File: src/rtl/mem_stage_pkg.sv
// Shared definitions for the RV32I memory stage: load/store width codes, FSM states
// and the alignment rule used to reject illegal accesses.
package mem_stage_pkg;

  localparam logic [2:0] F3_B  = 3'b000;
  localparam logic [2:0] F3_H  = 3'b001;
  localparam logic [2:0] F3_W  = 3'b010;
  localparam logic [2:0] F3_BU = 3'b100;
  localparam logic [2:0] F3_HU = 3'b101;

  typedef enum logic [1:0] {
    MS_IDLE = 2'd0,
    MS_BUSY = 2'd1,
    MS_DONE = 2'd2
  } ms_state_e;

  // Unsupported width codes are reported through the same misalign path.
  function automatic logic is_misaligned(input logic [2:0] funct3, input logic [1:0] addr_lo);
    logic mis;
    case (funct3)
      F3_B, F3_BU: mis = 1'b0;
      F3_H, F3_HU: mis = addr_lo[0];
      F3_W:        mis = |addr_lo;
      default:     mis = 1'b1;
    endcase
    return mis;
  endfunction

endpackage

File: src/rtl/mem_stage_load_align.sv
// Selects the addressed byte/halfword lane of a read word and sign- or zero-extends it.
module load_align
  import mem_stage_pkg::*;
(
  input  logic [31:0] i_rdata,
  input  logic [1:0]  i_lane,
  input  logic [2:0]  i_funct3,
  output logic [31:0] o_value
);

  logic [31:0] w_shifted;

  always_comb begin
    w_shifted = i_rdata >> {i_lane, 3'b000};
    case (i_funct3)
      F3_B:    o_value = {{24{w_shifted[7]}}, w_shifted[7:0]};
      F3_BU:   o_value = {24'd0, w_shifted[7:0]};
      F3_H:    o_value = {{16{w_shifted[15]}}, w_shifted[15:0]};
      F3_HU:   o_value = {16'd0, w_shifted[15:0]};
      default: o_value = w_shifted;
    endcase
  end

endmodule

File: src/rtl/mem_stage.sv
// RV32I memory-access stage: req/ack data bus master, pipeline stall and load alignment.
// Optional MEM_TIMEOUT_EN adds a BUSY watchdog that aborts after TIMEOUT_CYC cycles.
module mem_stage
  import mem_stage_pkg::*;
#(
  parameter int unsigned TIMEOUT_CYC = 255
) (
  input  logic        clk,
  input  logic        rst_n,
  input  logic        VALID_EM,
  input  logic        MemRead_EM,
  input  logic        MemWrite_EM,
  input  logic [2:0]  FUNCT3_EM,
  input  logic [31:0] ALU_VAL_EM,
  input  logic [31:0] STORE_VAL_EM,
  output logic        DMEM_REQ,
  output logic        DMEM_WE,
  output logic [31:0] DMEM_ADDR,
  output logic [3:0]  DMEM_BE,
  output logic [31:0] DMEM_WDATA,
  input  logic        DMEM_ACK,
  input  logic [31:0] DMEM_RDATA,
  output logic [31:0] LOAD_VAL_M,
  output logic        STALL_M,
  output logic        MISALIGN_M,
  output logic        BUS_ERR_M
);

  if (TIMEOUT_CYC == 0 || TIMEOUT_CYC > 255) begin : g_bad_timeout
    $error("mem_stage: TIMEOUT_CYC must be in 1..255");
  end

  ms_state_e   r_state;
  logic        r_req, r_we, r_misalign;
  logic [31:0] r_addr, r_wdata, r_load_val;
  logic [3:0]  r_be;
  logic [1:0]  r_lane;
  logic [2:0]  r_funct3;

  logic        w_start, w_misalign;
  logic [3:0]  w_be;
  logic [31:0] w_wdata, w_load_ext;

  assign w_start    = VALID_EM & (MemRead_EM | MemWrite_EM);
  assign w_misalign = is_misaligned(FUNCT3_EM, ALU_VAL_EM[1:0]);

  // Gated by rst_n so the pipeline never sees a stall while reset is held.
  assign STALL_M = rst_n & ((r_state == MS_BUSY) |
                            ((r_state == MS_IDLE) & w_start & ~w_misalign));

  always_comb begin
    w_be    = 4'b1111;
    w_wdata = STORE_VAL_EM;
    case (FUNCT3_EM[1:0])
      2'b00: begin
        w_be    = 4'b0001 << ALU_VAL_EM[1:0];
        w_wdata = {4{STORE_VAL_EM[7:0]}};
      end
      2'b01: begin
        w_be    = ALU_VAL_EM[1] ? 4'b1100 : 4'b0011;
        w_wdata = {2{STORE_VAL_EM[15:0]}};
      end
      default: w_be = 4'b1111;
    endcase
  end

  load_align u_load_align (
    .i_rdata  (DMEM_RDATA),
    .i_lane   (r_lane),
    .i_funct3 (r_funct3),
    .o_value  (w_load_ext)
  );

`ifdef MEM_TIMEOUT_EN
  logic [7:0] r_tmo_cnt;
  logic       r_bus_err;
  assign BUS_ERR_M = r_bus_err;
`else
  assign BUS_ERR_M = 1'b0;
`endif

  always_ff @(posedge clk or negedge rst_n) begin
    if (!rst_n) begin
      r_state    <= MS_IDLE;
      r_req      <= 1'b0;
      r_we       <= 1'b0;
      r_addr     <= '0;
      r_be       <= '0;
      r_wdata    <= '0;
      r_lane     <= '0;
      r_funct3   <= '0;
      r_load_val <= '0;
      r_misalign <= 1'b0;
`ifdef MEM_TIMEOUT_EN
      r_tmo_cnt  <= '0;
      r_bus_err  <= 1'b0;
`endif
    end else begin
      r_misalign <= 1'b0;
`ifdef MEM_TIMEOUT_EN
      r_bus_err  <= 1'b0;
`endif
      case (r_state)
        MS_IDLE: begin
          if (w_start) begin
            if (w_misalign) begin
              r_misalign <= 1'b1;
              r_load_val <= '0;
            end else begin
              r_req    <= 1'b1;
              r_we     <= MemWrite_EM;
              r_addr   <= {ALU_VAL_EM[31:2], 2'b00};
              r_be     <= w_be;
              r_wdata  <= w_wdata;
              r_lane   <= ALU_VAL_EM[1:0];
              r_funct3 <= FUNCT3_EM;
              r_state  <= MS_BUSY;
`ifdef MEM_TIMEOUT_EN
              r_tmo_cnt <= '0;
`endif
            end
          end
        end
        MS_BUSY: begin
          if (DMEM_ACK) begin
            r_req <= 1'b0;
            if (!r_we) r_load_val <= w_load_ext;
            r_state <= MS_DONE;
          end
`ifdef MEM_TIMEOUT_EN
          else if (r_tmo_cnt == 8'(TIMEOUT_CYC - 1)) begin
            r_req      <= 1'b0;
            r_load_val <= '0;
            r_bus_err  <= 1'b1;
            r_state    <= MS_DONE;
          end else begin
            r_tmo_cnt <= r_tmo_cnt + 8'd1;
          end
`endif
        end
        MS_DONE: r_state <= MS_IDLE;
        default: r_state <= MS_IDLE;
      endcase
    end
  end

  assign DMEM_REQ   = r_req;
  assign DMEM_WE    = r_we;
  assign DMEM_ADDR  = r_addr;
  assign DMEM_BE    = r_be;
  assign DMEM_WDATA = r_wdata;
  assign LOAD_VAL_M = r_load_val;
  assign MISALIGN_M = r_misalign;

endmodule

File: config.mk
export PLATFORM = sky130hd
export DESIGN_NAME = mem_stage
export DESIGN_NICKNAME = d
export VERILOG_FILES = /design/src/rtl/mem_stage_pkg.sv /design/src/rtl/mem_stage_load_align.sv /design/src/rtl/mem_stage.sv
export SDC_FILE = /design/constraint.sdc
export NUM_CORES = 1
export LEC_CHECK = 0
export ABC_AREA = 1
export BUFFER_PORTS_ARGS = -buffer_cell sky130_fd_sc_hd__buf_2
export CORE_AREA = 2 2 83 144
export DETAILED_ROUTE_END_ITERATION = 12
export DIE_AREA = 0 0 85 146
export PLACE_DENSITY = 0.89
export SLEW_MARGIN = 20
export SYNTH_ARGS = -nofsm -noshare
export SYNTH_HDL_FRONTEND = slang
export SYNTH_SLANG_ARGS = --single-unit
export TNS_END_PERCENT = 5
File: constraint.sdc
create_clock -name clk -period 1.65 [get_ports clk]
set_input_delay 0.2475 -clock clk [delete_from_list [all_inputs] [get_ports clk]]
set_output_delay 0.2475 -clock clk [all_outputs]
set_load 0.01 [all_outputs]
* Yosys cells after proc, flatten, opt, wreduce, memory -nomap -nowiden
Cells that the tools add are included.
** Operators by class
- Equality and inequality tests :: 14
- Shift-type cells :: 2
- Mux-type cells :: 21
- Bitwise logic cells :: 7
- Reduce and logical (&&, ||, !) cells :: 12
** Operator list (number)
- $mux W32 :: 4
- $pmux W32 S2 :: 2
- $pmux W32 S4 :: 1
- $shr A32 B5 Y32 :: 1
- $eq A3 B3 Y1 const B :: 4
- $ne A2 B2 Y1 const B :: 5
- $pmux W4 S2 :: 1
- $eq A3 B1 Y1 const B :: 2
- $logic_not A3 Y1 :: 2
- $mux W1 :: 6
- $mux W2 :: 3
- $reduce_and A3 Y1 :: 2
- $reduce_or A2 Y1 :: 3
- $reduce_and A5 Y1 :: 1
- $and A1 B1 Y1 :: 4
- $eq A2 B1 Y1 const B :: 2
- $logic_not A2 Y1 :: 2
- $mux W4 :: 1
- $pmux W2 S2 :: 1
- $reduce_and A4 Y1 :: 1
- $shl A1 B2 Y4 const A :: 1
- $eq A3 B2 Y1 const B :: 1
- $pmux W1 S3 :: 1
- $or A1 B1 Y1 :: 2
- other kinds (3) :: 3
** Storage, ports and cells
- Bits in registers :: 108
- Output and inout bits :: 105

* Longest topological paths before layout
- Depth in word-level cells :: 7
- Gate-level depth with buffers :: 10
- Depth with buffers taken out :: 9

* By module
From an unflattened synthesis, not the netlist that was laid out.
** Second synthesis, totals
- Cells, all modules :: 751
- Area total of the unflattened synthesis :: 5607.9 µm²
** By module, submodules not included
- mem_stage :: instances 1, cells each 586, area an instance 4797.1 µm²
- load_align :: instances 1, cells each 165, area an instance 810.8 µm²

* Worst setup path after synthesis
OpenSTA, ideal clock, no wires.
- Path type :: register to output
- Start point :: reg r_state[1]
- End point :: out STALL_M
- Data arrival time :: 1.198 ns
- Data required time :: 1.402 ns
- Path slack :: 0.204 ns
- Stages on the path, launching flop included :: 5
- Buffers on the path :: 1
- Path through :: dfrtp_1 nor2_2 nand4_1 buf_4 a21boi_0
** On the way
- Longest elaborated chain between the ends :: 5
- Elaborated cells between the ends (all ways) :: 6
- Those cells by class :: eq/ne: 1; bitwise: 4; reduce/logical: 1
** RTL lines
- from (decl) :: RTL line mem_stage.sv:33 : ms_state_e r_state;
- from (signal assigned) :: RTL line mem_stage.sv:84 : r_state <= MS_IDLE;
- from (signal assigned) :: RTL line mem_stage.sv:117 : r_state <= MS_BUSY;
- from (signal assigned) :: RTL line mem_stage.sv:128 : r_state <= MS_DONE;
- $logic_not A2 Y1 :: RTL line mem_stage.sv:49 : ((r_state == MS_IDLE) & w_start & ~w_misalign));
- $and A1 B1 Y1 (2 in series) :: RTL line mem_stage.sv:49
- $or A1 B1 Y1 * :: RTL line mem_stage.sv:48 : assign STALL_M = rst_n & ((r_state == MS_BUSY) |
- $and A1 B1 Y1 * :: RTL line mem_stage.sv:48
- to (decl) :: RTL line mem_stage.sv:24 : output logic STALL_M,
Every way passes the cells marked *; elsewhere a longest branch is shown, timed or not.

* Final worst setup path
- Start point :: reg r_state[0]
- End point :: out STALL_M
Same word-level chain as after synthesis.

==> metrics.yaml <==
global_route:
  grt-ovfl-total: 0
  globalRouteTotalUtil: 0.246
  grt_pass1_wl_um: 24500
  grt_pass1_vias: 5169
  gr-usage-met3: 0.0306
  gr-usage-met1: 0.283
  grt_use_met2: 0.429
  antenna_found_initial: 0
  grt_max_degree: 109
  busiest_layer: "met2"
cells_and_area:
  drive_above_1_share: 0.281
  layout_common_cells: "nand2_1, buf_2, dfrtp_1"
  synthToLayoutAreaGrowth_pct: 28.8
  multi_input_area_um2: 2330
  final_common_cell: "nand2_1"
  diodes: 0
  seqCellArea_um2: 2710
  final_util: 0.619
  n_fill_cell: 1017
  nNetsFinal: 1044
timing:
  max_slew_margin: 0.607
  worst_slew_pin_slew_ns: 0.589
  setup_viol: 0
  whs_ns: -0.00295
  period_needed_ns: 1.63
  grt_setup_unrepaired: "true"
  fin_skew_ns: 0.00921
  maxSlewViolCount: 0
  fmaxAchievable_mhz: 614
  hold_viol: 9
  fin_setup_tns_ns: 0
  finalCritPeriodShare: 0.987
  setup_slack_ns: 0.0208
logic_synthesis:
  ys_seq_area_frac: 0.504
  netlist_area_um2: 5360
  synth_cells: 736
  yosysTopAreaCell: "dfrtp_1"
  synth_area_per_cell_um2: 7.28
  synth_top_area_frac: 0.504
  ys_warn_count: 0
  ys_types: 26
  synth_area_leaders: "dfrtp_1, nand2_1, nand3_1"
  ys_seq_elements: 108
routing:
  wl_um: 15200
  vias: 5401
  drt_iter0_markers: 263
  dr.pass1.iters: 5
  routed_via_density: 5.02
  drc: 0
  ant_nets: 0
  drt-wirelength-per-cell_um: 14.1
floorplan:
  io_pins: 210
  die_area_um2: 12400
  rows: 51
  initial_core_util: 0.480
  die_w_um: 85
  core_um2: 11200
  die_y_um: 146
hold_path:
  hold_class: "primary input to asynchronous set/reset pin"
pwr:
  peakVddDrop_v: 0.000789
  power_mw: 9.08
  p_per_area_nw_per_um2: 1310
  leakagePower_nw: 4.12
setup_path:
  cp_max_fo: 3
  reg2reg_from: "r_state[0]"
  arrival_ns: 1.38
  endpoint_kind: "output port"
  r2r_cells: 6
  start_kind: "flip-flop"
  reg2reg_slack_ns: 0.15
  cp.required_ns: 1.40
  critPathKind: "flip-flop to output port"
  r2r-end: "DMEM_WE"
cts:
  cts_buffers: 9
  clk_latency_ns: 0.34
  ctsHoldBuffers: 0
  cts_sinks: 108
  cts_root_buf: "clkbuf_16"
  path_clk_slew_ns: 0.08
  cts_tree: "built"
  cts_buffer_depth: 2
  cts.htree.levels: 3
placed_design:
  hpwl_um: 11300
  gp_congestion: 0.934
  numPortBuffers: 206
  dp_slack_ns: 0.0717
status:
  violations: "negative hold slack"
  status: "complete, but fails checks"
job:
  drv_cap: 0
-- critical path, cell delays in order (launching register included) --
cell	delay [ns]
dfrtp_2	0.44
nor2_4	0.13
nand4_1	0.15
a21boi_1	0.15
buf_2	0.16
-- report_power, final --
part | switching, mW | leakage (nW) | total [mW] | internal [mW]
sequential | 0.362 | 1.39 | 3.65 | 3.28
clock | 1.01 | 0.153 | 2.25 | 1.25
combinational | 1.96 | 2.58 | 3.18 | 1.22
total | 3.33 | 4.12 | 9.08 | 5.75
-- state kept, by name (all words and copies together), names as in the netlist --
register    flops
r_state         2
DMEM_REQ        1
r_lane          2
DMEM_BE         4
r_funct3        3
DMEM_WDATA     32
MISALIGN_M      1
DMEM_WE         1
DMEM_ADDR      30
LOAD_VAL_M     32
-- worst max-delay path by stage --
stage                       startpoint              to  slack, ns  depth (start not counted)
after floorplan             r_state[1]         STALL_M       0.20                          4
after global placement      r_state[1]         STALL_M       0.12                          4
after detailed placement  FUNCT3_EM[0]  DMEM_WDATA[12]       0.07                          7
after CTS                   r_state[0]         STALL_M      -0.01                          4
after global routing        r_state[0]         STALL_M      -0.01                          4
final                       r_state[0]         STALL_M       0.02                          4
-- cell type report --
| class | instances | area share |
|---|---|---|
| clock buffer | 11 | 0.0351 |
| tap | 132 | 0.0239 |
| inverter | 28 | 0.0156 |
| timing repair buffer | 233 | 0.186 |
| clock inverter | 5 | 0.00978 |
| multi-input combinational | 559 | 0.338 |
| sequential | 108 | 0.392 |
-- through the flow --
| stage | instances | instance area [µm²] |
|---|---|---|
| 2_1_floorplan | 738 | 5370 |
| 3_3_place_gp | 1058 | 6570 |
| 3_5_place_dp | 1058 | 6570 |
| 4_1_cts | 1076 | 6900 |
| 5_1_grt | 1076 | 6910 |
| 6_report | 1076 | 6910 |
-- per-layer routing --
metal	vias up	share of wire	routed length, µm
li1	2689	-	-
met1	2436	0.36	5500
met2	222	0.53	8000
met3	54	0.058	887
met4	0	0.053	805
met5	-	0	0
-- cell usage after synthesis, drive strengths merged --
cell type,number
nand3,41
nor2,46
o21ai,49
conb,1
o211ai,4
nand4,2
inv,27
clkinv,1
a21boi,1
buf,35
a211oi,1
nand2,394
clkbuf,8
a21oi,18
dfrtp,108
-- cells by family after synthesis --
logic type,Yosys count,share of synthesized area
AO/OA/AOI/OAI,73,0.0716
buffers and inverters,71,0.0632
flip-flops,108,0.504
other,1,0.000699
AND/OR/NAND/NOR,483,0.360
-- repair_timing --
item | 4_1_cts | 5_1_grt
resized for setup | 3 | 3
hold endpoints to repair | 0 | 0
endpoints found under the setup margin | 1 | 17
buffers inserted | 2 | 0
pin swaps | 2 | 0
Note: power is estimated with default switching activity, not from simulation.
